### src/rtl/path_recorder.sv
// Direction-stack recorder for the maze solver: push/pop while searching, replay the path on request.
// Optional PATH_COORD_EN adds pos_x/pos_y giving the cell reached after each replayed move.
module path_recorder #(
    parameter int DEPTH = 256,
    parameter int AW    = 8
) (
    input  logic          clk,
    input  logic          rst,
    input  logic          clear,
    input  logic          push,
    input  logic          pop,
    input  logic [1:0]    dir_in,
    input  logic          solve_done,
    input  logic          solve_fail,
    input  logic          run,
    output logic          out_valid,
    input  logic          out_ready,
    output logic [1:0]    dir_out,
    output logic          last,
    output logic [AW:0]   path_len,
    output logic          busy,
    output logic          overflow,
    output logic          underflow
`ifdef PATH_COORD_EN
    ,
    output logic [3:0]    pos_x,
    output logic [3:0]    pos_y
`endif
);

    typedef enum logic [1:0] {S_RECORD, S_READY, S_REPLAY, S_FAIL} state_t;

    localparam logic [AW:0]   SP_ONE   = (AW+1)'(1);
    localparam logic [AW:0]   SP_FULL  = (AW+1)'(DEPTH);
    localparam logic [AW-1:0] RD_ONE   = AW'(1);

    state_t        state;
    logic [1:0]    mem [DEPTH];
    logic [AW:0]   sp;
    logic [AW:0]   sp_next;
    logic [AW:0]   sp_m1;
    logic [AW-1:0] rd;
    logic [AW-1:0] wr_addr;
    logic          do_write;
    logic          ovf_set;
    logic          unf_set;
    logic          is_empty;
    logic          is_full;
    logic          last_hit;

    assign sp_m1    = sp - SP_ONE;
    assign is_empty = (sp == '0);
    assign is_full  = (sp == SP_FULL);
    assign last_hit = ({1'b0, rd} == sp_m1);

    // push+pop together overwrites the top entry; on an empty stack it degrades to a plain push
    always_comb begin
        sp_next  = sp;
        do_write = 1'b0;
        wr_addr  = sp[AW-1:0];
        ovf_set  = 1'b0;
        unf_set  = 1'b0;
        if (push && pop && !is_empty) begin
            do_write = 1'b1;
            wr_addr  = sp_m1[AW-1:0];
        end else if (push) begin
            if (is_full) begin
                ovf_set = 1'b1;
            end else begin
                do_write = 1'b1;
                sp_next  = sp + SP_ONE;
            end
        end else if (pop) begin
            if (is_empty) unf_set = 1'b1;
            else          sp_next = sp_m1;
        end
    end

    always_ff @(posedge clk) begin
        if (state == S_RECORD && !clear && do_write)
            mem[wr_addr] <= dir_in;
    end

    assign dir_out = out_valid ? mem[rd] : 2'd0;
    assign last    = out_valid & last_hit;

`ifdef PATH_COORD_EN
    logic [3:0] cur_x, cur_y, next_x, next_y;

    always_comb begin
        next_x = cur_x;
        next_y = cur_y;
        case (dir_out)
            2'd0:    next_y = cur_y - 4'd1;
            2'd1:    next_x = cur_x + 4'd1;
            2'd2:    next_y = cur_y + 4'd1;
            default: next_x = cur_x - 4'd1;
        endcase
    end

    assign pos_x = out_valid ? next_x : 4'd0;
    assign pos_y = out_valid ? next_y : 4'd0;
`endif

    always_ff @(posedge clk or negedge rst) begin
        if (!rst) begin
            state     <= S_RECORD;
            sp        <= '0;
            rd        <= '0;
            out_valid <= 1'b0;
            busy      <= 1'b0;
            path_len  <= '0;
            overflow  <= 1'b0;
            underflow <= 1'b0;
`ifdef PATH_COORD_EN
            cur_x     <= 4'd0;
            cur_y     <= 4'd0;
`endif
        end else if (clear) begin
            state     <= S_RECORD;
            sp        <= '0;
            rd        <= '0;
            out_valid <= 1'b0;
            busy      <= 1'b0;
            path_len  <= '0;
            overflow  <= 1'b0;
            underflow <= 1'b0;
`ifdef PATH_COORD_EN
            cur_x     <= 4'd0;
            cur_y     <= 4'd0;
`endif
        end else begin
            case (state)
                S_RECORD: begin
                    overflow  <= overflow | ovf_set;
                    underflow <= underflow | unf_set;
                    if (solve_fail) begin
                        state    <= S_FAIL;
                        sp       <= '0;
                        path_len <= '0;
                    end else begin
                        sp       <= sp_next;
                        path_len <= sp_next;
                        if (solve_done) state <= S_READY;
                    end
                end
                S_READY: begin
                    if (run && !is_empty) begin
                        state     <= S_REPLAY;
                        rd        <= '0;
                        out_valid <= 1'b1;
                        busy      <= 1'b1;
`ifdef PATH_COORD_EN
                        cur_x     <= 4'd0;
                        cur_y     <= 4'd0;
`endif
                    end
                end
                S_REPLAY: begin
                    if (out_valid && out_ready) begin
`ifdef PATH_COORD_EN
                        cur_x <= next_x;
                        cur_y <= next_y;
`endif
                        if (last_hit) begin
                            state     <= S_READY;
                            out_valid <= 1'b0;
                            busy      <= 1'b0;
                        end else begin
                            rd <= rd + RD_ONE;
                        end
                    end
                end
                default: ;
            endcase
        end
    end

endmodule

### config.mk
export PLATFORM = sky130hd
export DESIGN_NAME = path_recorder
export DESIGN_NICKNAME = d
export VERILOG_FILES = /design/src/rtl/path_recorder.sv
export SDC_FILE = /design/constraint.sdc
export NUM_CORES = 1
export LEC_CHECK = 0
export CAP_MARGIN = 20
export CORE_MARGIN = 10
export CORE_UTILIZATION = 55
export DETAILED_ROUTE_END_ITERATION = 7
export DONT_BUFFER_PORTS = 1
export GPL_TIMING_DRIVEN = 0
export PLACE_DENSITY = 0.68
export SLEW_MARGIN = 20
export SYNTH_ARGS = -nofsm -noshare
export SYNTH_HDL_FRONTEND = slang
export SYNTH_SLANG_ARGS = --single-unit
### constraint.sdc
create_clock -name clk -period 4.13 [get_ports clk]
set_clock_uncertainty 0.15 [all_clocks]
set_input_delay 0.826 -clock clk [delete_from_list [all_inputs] [get_ports clk]]
set_output_delay 0.826 -clock clk [all_outputs]
set_load 0.05 [all_outputs]
==> metrics.cfg, run 1 <==
[clock_network]
htree_levels=2
clkTransAtPathRegs_ns=0.07
numCtsBuffers=53
clk_latency_ns=0.60
clockBufferDepth=3
numClockSinks=534
tritoncts=done
cts_root_buffer=clkbuf_16

[logic_synthesis]
yosys-top-cells-count=512 x edfxtp_1, 290 x nor2_1, 80 x mux2i_1
synthFlopType=edfxtp_1
yosysTopAreaCell=edfxtp_1
yosysWarnings=0
syn_inst=1537
synth.avg_cell_area_um2=15.04
synth_most_common_cell=edfxtp_1
synth-edff-count=512
ys_ff_latch=534
synthesis.nets=1555
synth.area.top_cells=edfxtp_1 67%, mux4_2 7.4%, nor2_1 4.7%
ys_types=69
synthArstFlopShare=0.04120
syn-cell-area_mm2=0.02312
synth_top_cell_area_share=0.6651
seq_area_frac_synth=0.6889

[job]
maxCapViolations=0

[global_routing]
grt_busiest_layer=met2
grtUsageTotal=0.2515
grt_pass1_vias=14010
grt_use_met1=0.3478
grt_max_degree=257
grt_antenna_before_repair=0
met2_usage=0.4008
grt_pass1_wl_um=92810
grt_overflow_total=0
grtUsageMet3=0.04580

[timing]
slew_headroom=0.2877
fin_ws_ns=-0.1170
finalSetupTns_ns=-0.2102
tightestPinTransition_ns=1.059
slew_viol_final=0
layout_min_cycle_time_ns=4.247
holdWs_ns=0.1727
max_freq_ghz=0.2355
post-route-period-util=1.028
setup_viol=2
rsz0062_at_grt=true
hold_violations=0

[worst_setup_path]
endpoint_kind=output port
startpoint_type=register
required_ns=3.15
path_max_fanout=10
crit_type=reg -> out
arrival_ns=3.27

[run_status]
outcome=complete, but fails checks
violations=setup timing

[routing]
vias=14430
routed_wirelength_um=64110
vias_per_cell=6.521
dr.pass1.iters=5
wl_per_cell_um=28.97
route.detailed.drc=0
drtIter0Drc=2341
antenna_left=0

[die]
rows=75
die_h_um=225.0
die_w_um=225.0
core-area_mm2=0.04176
start_util=0.5536
die_area_mm2=0.05063
ios=27

[layout]
fin_nets=1649
area_growth_pct=18.57
nFillCells=2865
drive_gt1_frac=0.2796
num_antenna_cells=0
multiInputGateArea_mm2=0.007422
regArea_mm2=0.01594

[placed_design]
hpwl_um=40390
gp_congestion=0.9093
numPortBuffers=0
dp_slack_ns=-1.025

[worst_hold_path]
hold_path_class=in -> reg

[power]
power_density_mw_per_mm2=525.0
vdd_drop_max_mv=0.3711
p_leak_nw=8.306
total_power_w=0.01439

[sequential cells by signal (all words and copies together), names as in the netlist]
| register | flops |
|---|---|
| mem | 512 |
| sp | 9 |
| rd | 8 |
| state | 2 |
| busy | 1 |
| overflow | 1 |
| underflow | 1 |
[cell usage in the layout (no fill, tap or decap), types with 8 or more instances in the layout]
cell         n
nand2_1     65
buf_2       38
o221ai_2    14
clkbuf_4    10
nor2b_1      8
a31oi_1     16
buf_16       9
clkinv_2    11
clkinv_1     9
bufinv_16   12
edfxtp_1   512
inv_1       13
clkbuf_16   55
nand3_1      9
o22ai_1     20
a21oi_1     24
nand3_2     19
o21ai_0     16
dfrtp_1     16
clkbuf_1    21
a211oi_2    18
mux2i_1     72
mux2_2      21
mux4_2      76
nor2_1     287
clkbuf_2    15
nor3_1      12
buf_12      17
a21oi_2     12
buf_4       32
o221ai_1    13
[cells by family (layout without fill, tap and decap cells)]
family	count (synthesis)	in the layout	synth area share
AOI/OAI and AO/OA	208	208	0.06506
xor gates and xnor gates	13	13	0.007199
adders and majority gates	7	7	0.003789
buffers and inverters	124	261	0.02436
DFF	534	534	0.6889
muxes	177	177	0.1189
and+or+nand+nor	474	474	0.09175
[through the flow]
step,area [um^2],std cells,util
floorplan,23120,1537,-
global placement,23790,2076,0.5698
detailed placement,23820,2077,0.5704
CTS,26930,2196,0.6450
global route,27410,2213,0.6563
finish,27410,2213,0.6563
[area by class of cell]
class	count	share of cell area
Multi-Input combinational cell	879	0.2708
Timing Repair Buffer	39	0.01520
Sequential cell	534	0.5814
Inverter	15	0.002146
Clock inverter	34	0.01703
Tap cell	539	0.02461
Clock buffer	64	0.05145
Buffer	109	0.03734
[where the power goes]
group          internal (W)  switching [W]  total, W
logic               0.00124        0.00180   0.00304
clock network       0.00317        0.00204   0.00522
registers           0.00598       0.000151   0.00613
[worst max-delay path, cell delays in order (launching register included)]
cell and delay [ns]:
dfrtp_2 0.44, buf_12 0.17, buf_16 0.16, mux4_2 0.56, mux2i_4 0.25, o21ai_1 0.10
nor3_1 0.22, nor3_2 0.09, nor4_2 0.42, o22ai_4 0.22
[worst paths after layout]
kind                           from           to  slack, ns  cells after the start
max in group asynchronous       rst        sp[1]       3.17                      2
max                           rd[0]   dir_out[0]      -0.12                      9
min in group asynchronous       rst        sp[5]       0.50                      2
min                             pop     overflow       0.17                      1
min reg2reg                state[0]     state[0]       0.43                      1
max reg2reg                   sp[0]  mem[151][0]       0.19                     11
[per-layer routing]
metal  up-vias  wire (um)
li1       6159          -
met1      7359      25500
met2       811      30940
met3       101       6112
met4         0       1562
met5         -          0
[timing repair]
item                                    in CTS  in global routing
hold endpoints to repair                    22                  0
pin swaps                                   28                 21
hold buffers                                 2                  0
gates resized for setup                    250                 83
endpoints found under the setup margin     101                151
setup buffers                               17                 17
gates cloned                                 2                  0
Power figures use the tool's default switching activity.
==> inputs of run 2 (changes only) <==
- CAP_MARGIN: 20 -> unset
- SKIP_LAST_GASP: unset -> 1
==> metrics.cfg, run 2 (synthesis gave the netlist of run 1 again) <==
[timing]
holdWs_ns=0.1759  ; +0.003146 ns
setup_viol=2  ; unchanged
fin_ws_ns=-0.2089  ; -0.09197 ns
finalSetupTns_ns=-0.3660  ; -0.1558 ns
slew_headroom=0.2606  ; -0.02709
slew_viol_final=0  ; unchanged
hold_violations=0  ; unchanged
layout_min_cycle_time_ns=4.339  ; +0.09197 ns
post-route-period-util=1.051  ; +0.02227
max_freq_ghz=0.2305  ; -2.1%
rsz0062_at_grt=true
tightestPinTransition_ns=1.099  ; +0.04027 ns

[global_routing]
grt_pass1_vias=13930  ; -0.56%
grtUsageTotal=0.2473  ; -0.004213
grt_max_degree=257  ; unchanged
grt_pass1_wl_um=91380  ; -1.5%
grt_overflow_total=0  ; unchanged
grt_antenna_before_repair=0  ; unchanged

[layout]
drive_gt1_frac=0.2618  ; -0.01774
regArea_mm2=0.01593  ; about the same
fin_nets=1649  ; unchanged
fin_cells=2208  ; -0.23%
multiInputGateArea_mm2=0.007259  ; -2.2%
area_growth_pct=16.65
nFillCells=2943  ; +2.7%
largestRegisters=mem x512, sp x9, rd x8
num_antenna_cells=0  ; unchanged
mostFrequentLayoutCell=edfxtp_1
largest-register=mem
layout_common_cells=512 x edfxtp_1, 289 x nor2_1, 76 x mux4_2, 72 x mux2i_1, 66 x nand2_1
finish.utilization=0.6457  ; -0.01061
largest_register_ffs=512  ; unchanged

[routing]
vias_per_cell=6.520  ; about the same
vias=14400  ; -0.23%
antenna_left=0  ; unchanged
routed_wirelength_um=63720  ; -0.61%
route.detailed.drc=0  ; unchanged
dr.pass1.iters=5  ; unchanged
drtIter0Drc=2108  ; -10%
wl_per_cell_um=28.86  ; -0.38%

[worst_setup_path]
crit_buf_inv=3  ; +1
path_max_fanout=10  ; unchanged
crit_type=reg -> out
cpPeakStageDelay_ns=0.46  ; -0.10 ns
required_ns=3.15  ; about the same
crit_family=compound AO/OA/AOI/OAI gates
arrival_ns=3.36  ; +0.09 ns
endpoint_kind=output port
crit_slowest_cell=dfrtp_2
startpoint_type=register
crit_path_cell_trace=buf_12, buf_4, buf_16, mux4_2, nand2_1, a21oi_1, a211oi_1, nor3_2, nor4_4, o22ai_4

[power]
power_density_mw_per_mm2=511.1  ; -2.6%
p_leak_nw=8.160  ; -1.8%
total_power_w=0.01378  ; -4.2%
vdd_drop_max_mv=0.3513  ; -5.4%

[placed_design]
gp_congestion=0.9093  ; unchanged
hpwl_um=40350  ; -0.12%
placedCellCount=2076  ; -0.048%
numPortBuffers=0  ; unchanged

[die]
die_area_mm2=0.05063  ; unchanged
ios=27  ; unchanged
start_util=0.5536  ; unchanged
core-area_mm2=0.04176  ; unchanged
die_w_um=225.0  ; unchanged
rows=75  ; unchanged
die_h_um=225.0  ; unchanged

[clock_network]
clockBufferDepth=3  ; unchanged
htree_levels=2  ; unchanged
cts_root_buffer=clkbuf_16
numCtsBuffers=52  ; -1.9%
clk_latency_ns=0.60  ; about the same
clkTransAtPathRegs_ns=0.06  ; about the same
tritoncts=done
numClockSinks=534  ; unchanged

[run_status]
outcome=complete, but fails checks
violations=setup timing

[job]
maxCapViolations=0  ; unchanged

[worst_hold_path]
hold_path_class=in -> reg

## run 2: cell types whose count changed in the layout (fill, tap and decap cells not counted), sizes merged
cell,delta
buf,-5
bufbuf,-2
clkinv,-2
bufinv,-7
clkbuf,+9
clkinvlp,+2
## run 2: path summary, 6_finish.rpt
path | start | to | slack [ns] | depth (start not counted)
setup / recovery | rd[0] | dir_out[1] | -0.21 | 10
hold / removal | pop | overflow | 0.18 | 1
setup reg to reg | sp[0] | mem[220][1] | 0.16 | 10
hold reg to reg | state[0] | state[0] | 0.44 | 1
max in group asynchronous | rst | rd[0] | 3.15 | 2
min in group asynchronous | rst | sp[5] | 0.51 | 2
## run 2: metrics by stage
stage	setup slack [ns]	area, um^2
4_1_cts	-0.08091	26400
2_1_floorplan	0.1946	23120
5_1_grt	-0.2443	26960
3_5_place_dp	-0.9626	23810
6_report	-0.2089	26960
3_3_place_gp	-1.397	23790
## run 2: metal layers
| metal | routed length (um) | track usage | up-vias | share of wire |
|---|---|---|---|---|
| met2 | 30480 | 0.3932 | 717 | 0.48 |
| met5 | 0 | 0 | - | 0 |
| met4 | 1595 | 0.07984 | 0 | 0.025 |
| met1 | 26130 | 0.3425 | 7408 | 0.41 |
| li1 | - | - | 6166 | - |
| met3 | 5520 | 0.04281 | 106 | 0.087 |
## run 2: layout make-up
cell class,count,area share
buffer,109,0.03768
clock buffer,65,0.05086
timing repair buffer,40,0.01429
sequential,534,0.5909
tap,539,0.02501
inverter,15,0.002134
clock inverter,27,0.009884
multi-input combinational,879,0.2692
## run 2: power by group
| group | internal (W) | switching [W] | leakage [nW] |
|---|---|---|---|
| combinational | 0.00120 | 0.00177 | 2.47 |
| sequential | 0.00598 | 0.000153 | 4.89 |
| clock | 0.00266 | 0.00202 | 0.799 |
| total | 0.00984 | 0.00394 | 8.16 |
## run 2: what timing repair did
action / 4_1_cts / 5_1_grt
hold buffers: 2 / 0
gates resized for setup: 227 / 58
pin swaps: 18 / 17
setup endpoints to repair: 160 / 136
cloned: 0 / 3
hold endpoints to repair: 22 / 0
setup buffers: 12 / 23
==> inputs of run 3 (changes only) <==
- CELL_PAD_IN_SITES_DETAIL_PLACEMENT: unset -> 0
- CELL_PAD_IN_SITES_GLOBAL_PLACEMENT: unset -> 1
- CORE_UTILIZATION: 55 -> 54
- CTS_CLUSTER_DIAMETER: unset -> 60
- PLACE_DENSITY: 0.68 -> 0.77
==> metrics.cfg, run 3 (synthesis gave the netlist of run 1 again) <==
[timing]
slew_viol_final=0  ; unchanged
layout_min_cycle_time_ns=4.285  ; -0.05394 ns
rsz0062_at_grt=true
holdWs_ns=0.1857  ; +0.009806 ns
fin_ws_ns=-0.1550  ; +0.05394 ns
tightestPinTransition_ns=1.089  ; -0.009902 ns
setup_viol=2  ; unchanged
slew_headroom=0.2673  ; +0.006662
post-route-period-util=1.038  ; -0.01306
hold_violations=0  ; unchanged
max_freq_ghz=0.2334  ; +1.3%

[routing]
routed_wirelength_um=64340  ; +0.98%
drtIter0Drc=1754  ; -17%
route.detailed.drc=0  ; unchanged
antenna_left=0  ; unchanged
wl_per_cell_um=28.98  ; +0.43%
vias_per_cell=6.484  ; -0.55%
vias=14400  ; -0.014%
dr.pass1.iters=5  ; unchanged

[clock_network]
clockBufferDepth=3  ; unchanged
htree_levels=2  ; unchanged
cts_root_buffer=clkbuf_16
tritoncts=done
numClockSinks=534  ; unchanged
clkTransAtPathRegs_ns=0.06  ; about the same
numCtsBuffers=54  ; +3.8%
clk_latency_ns=0.60  ; about the same

[placed_design]
gp_congestion=0.9528  ; +4.8%
hpwl_um=41130  ; +1.9%
dp_slack_ns=-0.9484  ; +0.01419 ns
placedInstanceArea_mm2=0.02381  ; about the same
numPortBuffers=0  ; unchanged

[layout]
largest_register_ffs=512  ; unchanged
layout_common_cells=512 x edfxtp_1, 286 x nor2_1, 76 x mux4_2, 71 x mux2i_1, 65 x nand2_1
num_antenna_cells=0  ; unchanged
largestRegisters=mem x512, sp x9, rd x8
area_growth_pct=18.98
drive_gt1_frac=0.2861  ; +0.02431
design_area_mm2=0.02750  ; +2.0%
mostFrequentLayoutCell=edfxtp_1
fin_nets=1661  ; +0.73%
nFillCells=2913  ; -1.0%
largest-register=mem

[global_routing]
grt_max_degree=257  ; unchanged
grt_antenna_before_repair=0  ; unchanged
grtUsageTotal=0.2536  ; +0.006267
grt_pass1_wl_um=94160  ; +3.0%
grt_pass1_vias=14170  ; +1.7%
grt_overflow_total=0  ; unchanged

[die]
core-area_mm2=0.04213  ; +0.90%
rows=75  ; unchanged
ios=27  ; unchanged
die_w_um=226.9  ; +0.84%
die_h_um=226.9  ; +0.84%
die_area_mm2=0.05148  ; +1.7%
start_util=0.5486  ; -0.004931

[worst_setup_path]
r2r_slack_ns=0.16  ; about the same
required_ns=3.15  ; about the same
startpoint_type=register
arrival_ns=3.31  ; -0.05 ns
path_max_fanout=8  ; -2
endpoint_kind=output port
startpoint=rd[0]
reg2reg_from=sp[0]
crit_type=reg -> out

[run_status]
violations=setup timing
outcome=complete, but fails checks

[power]
power_density_mw_per_mm2=514.4  ; +0.65%
p_leak_nw=8.325  ; +2.0%
vdd_drop_max_mv=0.3409  ; -3.0%

[job]
maxCapViolations=0  ; unchanged

[worst_hold_path]
hold_path_class=in -> reg
min_from=pop

## run 3: cell type report
type | instances | area, um^2 | area share
Sequential cell | 534 | 15940 | 0.5795
Clock inverter | 33 | 347.8 | 0.01265
Inverter | 15 | 58.81 | 0.002138
Tap cell | 539 | 674.4 | 0.02452
Buffer | 107 | 1033 | 0.03758
Timing Repair Buffer | 52 | 513.0 | 0.01865
Clock buffer | 61 | 1399 | 0.05086
Multi-Input combinational cell | 879 | 7538 | 0.2741
## run 3: layer usage
| metal | vias up | global-route usage | routed length, um |
|---|---|---|---|
| li1 | 6207 | - | - |
| met2 | 681 | 0.3988 | 30720 |
| met5 | - | 0 | 0 |
| met1 | 7409 | 0.3425 | 25560 |
| met3 | 98 | 0.06860 | 6551 |
| met4 | 0 | 0.07314 | 1517 |
## run 3: where the power goes
group / switching [W] / internal, W
clock: 0.00203 / 0.00286
combinational: 0.00183 / 0.00129
sequential: 0.000150 / 0.00599
total: 0.00401 / 0.0101
## run 3: metrics by stage
step	util	TNS [ns]	instances	total power (W)
after floorplan	-	0	1537	0.007889
after global placement	0.5647	-11.89	2076	0.008599
after detailed placement	0.5650	-17.92	2076	0.008628
after CTS	0.6346	-0.2182	2196	0.01389
after global routing	0.6528	-0.7925	2220	0.01458
final	0.6528	-0.3045	2220	0.01415
## run 3: final timing paths
path | endpoint | cells after the start
setup / recovery | dir_out[0] | 10
hold / removal | overflow | 1
setup reg to reg | mem[179][1] | 11
hold reg to reg | state[0] | 1
max in group asynchronous | sp[1] | 2
min in group asynchronous | sp[5] | 2
## run 3: what timing repair did
item,CTS,global route
setup endpoints to repair,239,127
hold endpoints to repair,22,0
gates cloned,1,1
pin swaps,29,29
hold buffers,2,0
setup buffers,24,24
resized for setup,246,103
## run 3: worst max-delay path, cell delays in order (launching register included)
cell and delay [ns]:
dfrtp_2 0.45, buf_12 0.17, buf_16 0.15, buf_6 0.11, buf_16 0.14, buf_12 0.14, mux4_2 0.51, a211oi_2 0.32
nor3_2 0.12, nor4_4 0.37, o22ai_4 0.22
